===== src/rtl/vga_timing_pkg.sv =====
`default_nettype none
// ============================================================================
// Module      : vga_timing_pkg
// Description : 640x480@60 timing constants and the 10-bit coordinate type
// Revision    : 1.0
// ============================================================================
package vga_timing_pkg;

    localparam int unsigned C_COORD_W  = 10;

    localparam int unsigned C_H_ACTIVE = 640;
    localparam int unsigned C_H_FP     = 16;
    localparam int unsigned C_H_SYNC   = 96;
    localparam int unsigned C_H_BP     = 48;
    localparam int unsigned C_V_ACTIVE = 480;
    localparam int unsigned C_V_FP     = 10;
    localparam int unsigned C_V_SYNC   = 2;
    localparam int unsigned C_V_BP     = 33;

    localparam int unsigned C_H_TOTAL      = C_H_ACTIVE + C_H_FP + C_H_SYNC + C_H_BP;
    localparam int unsigned C_V_TOTAL      = C_V_ACTIVE + C_V_FP + C_V_SYNC + C_V_BP;
    localparam int unsigned C_H_SYNC_START = C_H_ACTIVE + C_H_FP;
    localparam int unsigned C_H_SYNC_END   = C_H_SYNC_START + C_H_SYNC;
    localparam int unsigned C_V_SYNC_START = C_V_ACTIVE + C_V_FP;
    localparam int unsigned C_V_SYNC_END   = C_V_SYNC_START + C_V_SYNC;

    typedef logic [C_COORD_W-1:0] coord_t;

    // Half-open interval test: lo <= v < hi
    function automatic logic in_range(coord_t v, int unsigned lo, int unsigned hi);
        return (32'(v) >= lo) && (32'(v) < hi);
    endfunction

endpackage
`default_nettype wire


===== src/rtl/vga_axis_cnt.sv =====
`default_nettype none
// ============================================================================
// Module      : vga_axis_cnt
// Description : Wrap counter 0..TOTAL-1 for one screen axis
// Revision    : 1.0
// ============================================================================
module vga_axis_cnt
    import vga_timing_pkg::*;
#(
    parameter int unsigned TOTAL = C_H_TOTAL
) (
    input  logic   clk_i,
    input  logic   rst_ni,
    input  logic   inc,
    input  logic   clr,
    output coord_t cnt_o,
    output logic   wrap
);

    localparam coord_t C_LAST = coord_t'(TOTAL - 1);

    coord_t r_cnt;

    assign wrap  = inc && (r_cnt == C_LAST);
    assign cnt_o = r_cnt;

    always_ff @(posedge clk_i or negedge rst_ni) begin
        if (!rst_ni) begin
            r_cnt <= '0;
        end else if (clr) begin
            r_cnt <= '0;
        end else if (inc) begin
            r_cnt <= wrap ? '0 : r_cnt + 1'b1;
        end
    end

endmodule
`default_nettype wire


===== src/rtl/vga_timing_gen.sv =====
`default_nettype none
// ============================================================================
// Module      : vga_timing_gen
// Description : VGA sync/position generator with registered outputs
// Revision    : 1.0
// ============================================================================
module vga_timing_gen
    import vga_timing_pkg::*;
#(
    parameter int unsigned CLK_DIV  = 4,
    parameter int unsigned H_ACTIVE = C_H_ACTIVE,
    parameter int unsigned H_FP     = C_H_FP,
    parameter int unsigned H_SYNC   = C_H_SYNC,
    parameter int unsigned H_BP     = C_H_BP,
    parameter int unsigned V_ACTIVE = C_V_ACTIVE,
    parameter int unsigned V_FP     = C_V_FP,
    parameter int unsigned V_SYNC   = C_V_SYNC,
    parameter int unsigned V_BP     = C_V_BP
) (
    input  logic       clk_i,
    input  logic       rst_ni,
    input  logic       en_i,
    output logic       hsync_o,
    output logic       vsync_o,
    output logic       disp_active,
    output logic [9:0] xcol_o,
    output logic [9:0] yrow_o,
    output logic       pix_tick_o,
    output logic       frame_start_o
);

    localparam int unsigned C_HT  = H_ACTIVE + H_FP + H_SYNC + H_BP;
    localparam int unsigned C_VT  = V_ACTIVE + V_FP + V_SYNC + V_BP;
    localparam int unsigned C_HS0 = H_ACTIVE + H_FP;
    localparam int unsigned C_HS1 = C_HS0 + H_SYNC;
    localparam int unsigned C_VS0 = V_ACTIVE + V_FP;
    localparam int unsigned C_VS1 = C_VS0 + V_SYNC;

    localparam int unsigned     C_PW         = (CLK_DIV > 1) ? $clog2(CLK_DIV) : 1;
    localparam logic [C_PW-1:0] C_PRESC_LAST = C_PW'(CLK_DIV - 1);

    if (C_HT >= 1024 || C_VT >= 1024 || CLK_DIV < 1) begin : g_param_check
        $error("vga_timing_gen: totals must be below 1024 and CLK_DIV at least 1");
    end

    logic [C_PW-1:0] r_presc;
    logic            w_tick;
    logic            w_h_wrap;
    coord_t          w_h_nxt;
    coord_t          w_v_nxt;

    coord_t r_xcol;
    coord_t r_yrow;
    logic   r_disp;
    logic   r_hsync;
    logic   r_vsync;
    logic   r_tick;
    logic   r_fs;

    assign w_tick = en_i && (r_presc == C_PRESC_LAST);

    always_ff @(posedge clk_i or negedge rst_ni) begin
        if (!rst_ni) begin
            r_presc <= '0;
        end else if (!en_i || w_tick) begin
            r_presc <= '0;
        end else begin
            r_presc <= r_presc + 1'b1;
        end
    end

    vga_axis_cnt #(.TOTAL(C_HT)) u_h_cnt (
        .clk_i  (clk_i),
        .rst_ni (rst_ni),
        .inc    (w_tick),
        .clr    (!en_i),
        .cnt_o  (w_h_nxt),
        .wrap   (w_h_wrap)
    );

    // Vertical wrap is implied by both axes wrapping together; not needed here
    vga_axis_cnt #(.TOTAL(C_VT)) u_v_cnt (
        .clk_i  (clk_i),
        .rst_ni (rst_ni),
        .inc    (w_h_wrap),
        .clr    (!en_i),
        .cnt_o  (w_v_nxt),
        .wrap   ()
    );

    // Outputs show the position that the counters held when the tick fired
    always_ff @(posedge clk_i or negedge rst_ni) begin
        if (!rst_ni) begin
            r_xcol  <= '0;
            r_yrow  <= '0;
            r_disp  <= 1'b0;
            r_hsync <= 1'b1;
            r_vsync <= 1'b1;
            r_tick  <= 1'b0;
            r_fs    <= 1'b0;
        end else if (!en_i) begin
            r_xcol  <= '0;
            r_yrow  <= '0;
            r_disp  <= 1'b0;
            r_hsync <= 1'b1;
            r_vsync <= 1'b1;
            r_tick  <= 1'b0;
            r_fs    <= 1'b0;
        end else if (w_tick) begin
            r_xcol  <= w_h_nxt;
            r_yrow  <= w_v_nxt;
            r_disp  <= (32'(w_h_nxt) < H_ACTIVE) && (32'(w_v_nxt) < V_ACTIVE);
            r_hsync <= !in_range(w_h_nxt, C_HS0, C_HS1);
            r_vsync <= !in_range(w_v_nxt, C_VS0, C_VS1);
            r_tick  <= 1'b1;
            r_fs    <= (w_h_nxt == '0) && (w_v_nxt == '0);
        end else begin
            r_tick  <= 1'b0;
            r_fs    <= 1'b0;
        end
    end

    assign xcol_o        = r_xcol;
    assign yrow_o        = r_yrow;
    assign disp_active   = r_disp;
    assign hsync_o       = r_hsync;
    assign vsync_o       = r_vsync;
    assign pix_tick_o    = r_tick;
    assign frame_start_o = r_fs;

endmodule
`default_nettype wire


===== config.mk =====
export PLATFORM = sky130hd
export DESIGN_NAME = vga_timing_gen
export DESIGN_NICKNAME = d
export VERILOG_FILES = /design/src/rtl/vga_timing_pkg.sv /design/src/rtl/vga_axis_cnt.sv /design/src/rtl/vga_timing_gen.sv
export SDC_FILE = /design/constraint.sdc
export NUM_CORES = 1
export LEC_CHECK = 0
export CAP_MARGIN = 20
export CORE_MARGIN = 5
export CORE_UTILIZATION = 50
export CTS_CLUSTER_DIAMETER = 50
export DETAILED_ROUTE_END_ITERATION = 16
export PLACE_DENSITY = 0.76
export SYNTH_ARGS = -nofsm -noshare
export SYNTH_HDL_FRONTEND = slang
export SYNTH_SLANG_ARGS = --single-unit

===== constraint.sdc =====
create_clock -name clk_i -period 1.8 [get_ports clk_i]
set_clock_uncertainty 0.15 [all_clocks]
set_input_delay 0.36 -clock clk_i [delete_from_list [all_inputs] [get_ports clk_i]]
set_output_delay 0.36 -clock clk_i [all_outputs]
set_load 0.01 [all_outputs]

==> impl_metrics.py <==
metrics = {
    "outcome": {
        "status": "completed",
    },
    "pwr": {
        "cellPowerDensity_mw_per_mm2": 602.1,
        "finalPower_mw": 1.887,
        "ir_worst_vdd_mv": 0.6175,
        "p_leak_nw": 1.372,
    },
    "clock_network": {
        "htree_levels": 2,
        "numCtsBuffers": 5,
        "cts_buffer_depth": 2,
        "clk_latency_ns": 0.30,
        "cts_tree": "done",
        "clkSlewWorstSetupHoldPaths_ns": 0.08,
        "clock-sinks": 47,
        "clockRootBuffer": "clkbuf_8",
    },
    "timing": {
        "fin_setup_tns_ns": 0,
        "rsz0062_at_grt": "yes",
        "setup_slack_ns": 0.02165,
        "timing.final.crit_share_pct": 98.80,
        "final_max_slew_viol_count": 0,
        "min_period_ns": 1.778,
        "max_freq_mhz": 562.3,
        "final-hold-violation-count": 0,
        "worstMarginPinSlew_ns": 0.4302,
        "maxSlewHeadroom_pct": 71.32,
        "setup_viol": 0,
    },
    "route": {
        "vias": 1957,
        "routed_wl_um": 5673,
        "post-route-drc-count": 0,
        "via_per_inst": 5.672,
        "drtIter0Drc": 223,
        "ant_nets": 0,
        "wire_per_inst_um": 16.44,
        "drt-pass1-iter-count": 4,
    },
    "synth": {
        "yosys_warnings": 0,
        "synth_top_area_cell": "dfrtp_1",
        "syn_inst": 225,
        "ys_seq_elements": 47,
        "synthTopCellsByCount": "dfrtp_1 (45), nor2_1 (35), mux2i_1 (22)",
        "synth_top_area_share_pct": 48.89,
        "netlist_top_cells_area": "dfrtp_1 (49%), mux2i_1 (9.6%), nor2_1 (5.7%)",
        "synth_xor_area_share_pct": 2.662,
        "synthAdderAreaFrac_pct": 2.716,
        "ys_seq_area_share_pct": 51.17,
        "synth-compound-area-share_pct": 7.550,
        "synthArstFlopShare_pct": 100.0,
        "yosys.area_share.simple_pct": 21.89,
        "synth.avg_cell_area_sq_um": 10.24,
        "synth-main-ff-cell": "dfrtp_1",
        "synth_edf_count": 0,
        "synth_top_family_by_area": "simple AND/OR/NAND/NOR gates",
        "syn_area_sq_mm": 0.002303,
        "muxShareOfSynthArea_pct": 10.05,
        "synth_nets": 233,
        "post-synth-top-count-cell": "dfrtp_1",
        "synth_cell_types": 40,
    },
    "layout": {
        "syn_to_final_growth_pct": 36.07,
        "nets": 301,
        "drive_above_1_share_pct": 24.91,
        "n_antenna_cell": 0,
        "fillers": 317,
    },
    "worst_hold_path": {
        "min_path_type": "reg2reg",
    },
    "worst_setup_path": {
        "worstPathRequired_ns": 1.89,
        "path_class": "in2reg",
        "arrival_ns": 1.87,
        "endpoint_kind": "flip-flop",
        "start_kind": "input port",
        "crit_fanout": 3,
        "worstPathCellList": "clkdlybuf4s50_1, and4bb_4, a31oi_4, or4_4, a21oi_2",
        "slowest_stage": "clkdlybuf4s50_1",
        "crit_path_max_incr_delay_ns": 0.50,
    },
    "grt": {
        "grtUsageTotal_pct": 19.47,
        "antenna_found_initial": 0,
        "grt_pass1_wl_um": 9459,
        "grt_pass1_vias": 1911,
        "grt_overflow": 0,
        "grt_start_max_net_pins": 31,
    },
    "place": {
        "place_congestion": 0.8785,
        "dp_slack_ns": -0.3003,
        "portBuffers": 27,
        "dp_hpwl_um": 4017,
    },
    "die": {
        "initial_utilization_pct": 52.18,
        "fp.dieW_um": 77.88,
        "coreArea_sq_mm": 0.004414,
        "num_io_pins": 28,
        "rows": 24,
        "die-area_sq_mm": 0.006065,
        "dieHeight_um": 77.88,
    },
    "job": {
        "drv_cap": 0,
    },
}
power breakdown:
group | switching, mW | total [mW] | leakage, nW | internal [mW]
clock | 0.340 | 0.642 | 0.0470 | 0.302
sequential | 0.00702 | 1.07 | 0.646 | 1.07
combinational | 0.0950 | 0.173 | 0.680 | 0.0776
sequential cells by signal (all words and copies together), names as in the netlist:
signal and flops:
xcol_o 10, hsync_o 1, frame_start_o 1, r_presc 2, disp_active 1, yrow_o 10, u_v_cnt.cnt_o 10, pix_tick_o 1
u_h_cnt.cnt_o 10, vsync_o 1
path summary, 6_finish.rpt:
kind | start | to | depth (start not counted) | slack (ns)
worst max-delay path | en_i | u_v_cnt.cnt_o[7] | 5 | 0.02
max in group asynchronous | rst_ni | r_presc[0] | 3 | 0.63
worst max register to register | r_presc[0] | u_v_cnt.cnt_o[7] | 5 | 0.03
min in group asynchronous | rst_ni | yrow_o[5] | 2 | 0.37
worst min-delay path | hsync_o | hsync_o | 2 | 0.36
worst min register to register | hsync_o | hsync_o | 2 | 0.36
cells in the final DEF, fill, tap and decap left out, types with 3 or more instances in the layout:
| cell | count |
|---|---|
| buf_4 | 43 |
| mux2i_1 | 22 |
| clkbuf_8 | 6 |
| nand2_1 | 9 |
| nand4_1 | 6 |
| ha_1 | 4 |
| nor2_1 | 35 |
| xor2_1 | 5 |
| clkdlybuf4s50_1 | 24 |
| nor3_1 | 3 |
| and3_1 | 4 |
| inv_1 | 9 |
| a31oi_1 | 8 |
| nand4b_1 | 3 |
| nor4_1 | 3 |
| nand3_1 | 10 |
| dfrtp_1 | 44 |
| nand3b_1 | 3 |
| o21ai_0 | 7 |
critical path, delay by kind of cell:
| kind | cells | cell delay, ns |
|---|---|---|
| and+or+nand+nor | 2 | 0.78 |
| buffers and inverters | 1 | 0.50 |
| AOI/OAI and AO/OA | 2 | 0.23 |
kinds of logic after synthesis:
family	count (synthesis)
and+or+nand+nor	95
xor gates and xnor gates	7
DFF	47
muxes	23
buffers and inverters	22
AOI/OAI and AO/OA	26
adders and majority gates	5
per-layer routing:
layer  routed length, um  vias up  track usage, %
li1                    -      929               -
met5                   0        -               0
met2                2655       58           29.05
met4                 110        0           7.560
met3                 318       12           4.514
met1                2589      958           27.43
stage by stage:
step / util (%) / instances / hold slack, ns / cell area [sq um]
floorplan: - / 225 / -0.08559 / 2306
global placement: 65.62 / 332 / 0.1688 / 2897
detailed placement: 65.62 / 332 / 0.1740 / 2897
CTS: 68.20 / 340 / 0.3431 / 3010
global route: 71.00 / 345 / 0.3550 / 3134
finish: 71.00 / 345 / 0.3557 / 3134
area by class of cell:
class	count	area [sq um]	area share (%)
flip-flops and latches	47	1180	37.64
well taps	52	65.06	2.076
inverters	9	33.78	1.078
repair buffers	74	638.1	20.36
multi-input cells	156	1130	36.05
clock buffers	6	82.58	2.635
clock inverters	1	5.005	0.1597
what timing repair did:
action                     4_1_cts  5_1_grt
setup buffers                    0        5
hold buffers                     1        0
hold endpoints to repair        15        0
pin swaps                        0        4
setup endpoints to repair        6       12
resized for setup                6       16
Note: power is estimated with default switching activity, not from simulation.
==> variant, RTL diff (same flow settings) <==
Put one more register stage on the output `vsync_o`, with the module's reset. The value now appears one clock later. The other outputs are not delayed to match.
--- a/src/rtl/vga_timing_gen.sv
+++ b/src/rtl/vga_timing_gen.sv
@@ -124,7 +124,13 @@
     assign yrow_o        = r_yrow;
     assign disp_active   = r_disp;
     assign hsync_o       = r_hsync;
-    assign vsync_o       = r_vsync;
+    always_ff @(posedge clk_i or negedge rst_ni) begin
+        if (!rst_ni) begin
+            vsync_o <= '0;
+        end else begin
+            vsync_o <= r_vsync;
+        end
+    end
     assign pix_tick_o    = r_tick;
     assign frame_start_o = r_fs;
 
Formal check against the unedited RTL: not equivalent (a bounded check fails within 4 cycles, from zero or initial values and one cycle with rst_ni low).
==> variant against the original RTL <==
  * Setup slack improved by 0.00054 ns
  * Design area decreased by 0.52%
  * Final cell count decreased by 0.29%
  * Power increased by 2.2%
  * Fmax about the same
  * Wire length increased by 0.44%
  * Area after synthesis increased by 1.1%
  * Critical path depth unchanged
  * Via count increased by 1.7%
  * First-iteration DRC count increased by 17%
  * Sequential cell count increased by 1
  * Die area increased by 0.94%
  * Critical path type is now reg2reg
  * Largest cell class unchanged
==> variant: results (changes against the original RTL) <==
outcome finished, final reports clean (unchanged); Hold Path End vsync_o (was hsync_o); total CTS buffers 5 (unchanged); vias in the first global route 1914 (was 1911); crit start category flop (was input pin); Largest stage delay, worst path 0.49 ns; Area contributors post-synth dfrtp_1 49%, mux2i_1 9.5%, nor2_1 5.6% (was dfrtp_1 49%, mux2i_1 9.6%, nor2_1 5.7%); hpwl dp 4120 µm (was 4020 µm); FF-to-FF End u_v_cnt.cnt_o[7] (unchanged); max cap viols 0 (unchanged); P_leak 1.36 nW (was 1.37 nW); sequential area share after synthesis 51.7% (was 51.2%); largest net degree at the start of global routing 34 (was 31); vias per inst 5.79 (was 5.67); worst-case vdd ir drop 0.000500 V (was 0.000618 V); Warnings, synthesis 0 (unchanged); most instantiated cells after synthesis 46 x dfrtp_1, 35 x nor2_1, 22 x mux2i_1 (was 45 x dfrtp_1, 35 x nor2_1, 22 x mux2i_1); worst relative slew slack 72.7% (was 71.3%); routability cong. 0.887 (was 0.879); Hold Path Origin r_vsync (was hsync_o); I/O Buffers 27 (unchanged); Worst-Skew Late Latency 0.30 ns (about the same); Syn Inst Count 226 (was 225); slowest library cell on the worst path or4_4 (was clkdlybuf4s50_1); Tot GR Track Use 20.0% (was 19.5%); Worst-path clk slew about 0.090 ns; reg-to-reg slack, setup 0.02 ns; Root Driver clkbuf_8 (unchanged); hold depth 0 (was 2); HP Class reg2reg (unchanged); synth unique cells 40 (unchanged); initial antenna violation count 0 (unchanged); # H-tree levels 2 (unchanged); Nets 299 (was 301); CP Data Arrival Time 1.87 ns (about the same); DR WL/cell 16.6 µm (was 16.4 µm); n_diodes 0 (unchanged); initial DRC count 262 (was 223); Worst Path Max Fanout 4 (was 3); DP Cell Count 332 (unchanged); global-route wire length before repair 9810 µm (was 9460 µm); share of cells above drive strength 1 22.6% (was 24.9%); worst hold slack 0.254 ns (was 0.356 ns); Post-Route WL 5700 µm (was 5670 µm); Reg2Reg Depth 5 (unchanged); CTS Buffer Depth 2 (unchanged)
==> variant: cell types whose count changed in the layout (fill, tap and decap cells not counted), sizes merged <==
| cell | delta |
|---|---|
| buf | -3 |
| clkinv | -1 |
| clkbuf | +2 |
| dlygate4sd2 | -1 |
| dfrtp | +1 |
| clkdlybuf4s50 | +1 |
==> variant: repair_timing <==
item,4_1_cts,5_1_grt
setup endpoints to repair,6,12
buffers inserted,0,3
hold buffers,1,0
pin swaps,1,4
hold endpoints to repair,15,0
gates resized for setup,4,14
==> variant: per-layer routing <==
metal  vias up  share of wire, %  GRT usage [%]
met1       990                45           28.2
li1        923                 -              -
met3         9               4.9           3.89
met5         -                 0              0
met2        69                48           31.6
met4         0               1.6           6.12
==> variant: cell families (layout without fill, tap and decap cells) <==
group | count (synthesis) | in the layout | share of synthesized area, %
AO/OA/AOI/OAI | 26 | 26 | 7.47
XOR/XNOR | 7 | 7 | 2.63
adder cells (fa/ha/maj) | 5 | 5 | 2.69
buffers and inverters | 22 | 88 | 3.92
flip-flops | 48 | 48 | 51.7
multiplexers | 23 | 23 | 9.94
AND/OR/NAND/NOR | 95 | 95 | 21.7
==> variant: worst max path at each step <==
stage | slack [ns] | endpoint
finish | 0.02 | u_v_cnt.cnt_o[7]
global route | -0.03 | u_v_cnt.cnt_o[7]
CTS | 0.006 | u_v_cnt.cnt_o[9]
detailed placement | -0.31 | u_v_cnt.cnt_o[9]
global placement | -0.28 | u_v_cnt.cnt_o[9]
floorplan | 0.0002 | u_v_cnt.cnt_o[7]
==> variant: worst reg2reg max path: cells and delay by family, from the launching register on <==
| kind | cells | cell delay (ns) |
|---|---|---|
| flops | 1 | 0.40 |
| compound gates | 2 | 0.22 |
| simple gates | 2 | 0.78 |
| fa+ha+maj | 1 | 0.17 |
==> variant: power breakdown <==
group	leakage, nW	switching (W)	total [W]	internal (W)
clock network	0.0455	0.000348	0.000662	0.000314
registers	0.656	0.00000709	0.00109	0.00109
logic	0.655	0.0000938	0.000171	0.0000775
total	1.36	0.000449	0.00193	0.00148
==> variant: through the flow <==
step                worst slack (ns)  cell area, µm²  utilization [%]
global route                 -0.0293            3120             70.2
floorplan                   0.000167            2330                -
CTS                          0.00604            3030             68.1
finish                        0.0222            3120             70.2
detailed placement            -0.305            2910             65.6
global placement              -0.278            2910             65.6
==> variant: cell type report <==
class	instances	area, µm²
well taps	52	65.1
fillers	328	1330
repair buffers	71	621
clock buffers	8	90.1
multi-input cells	156	1100
inverters	9	33.8
flip-flops and latches	48	1200
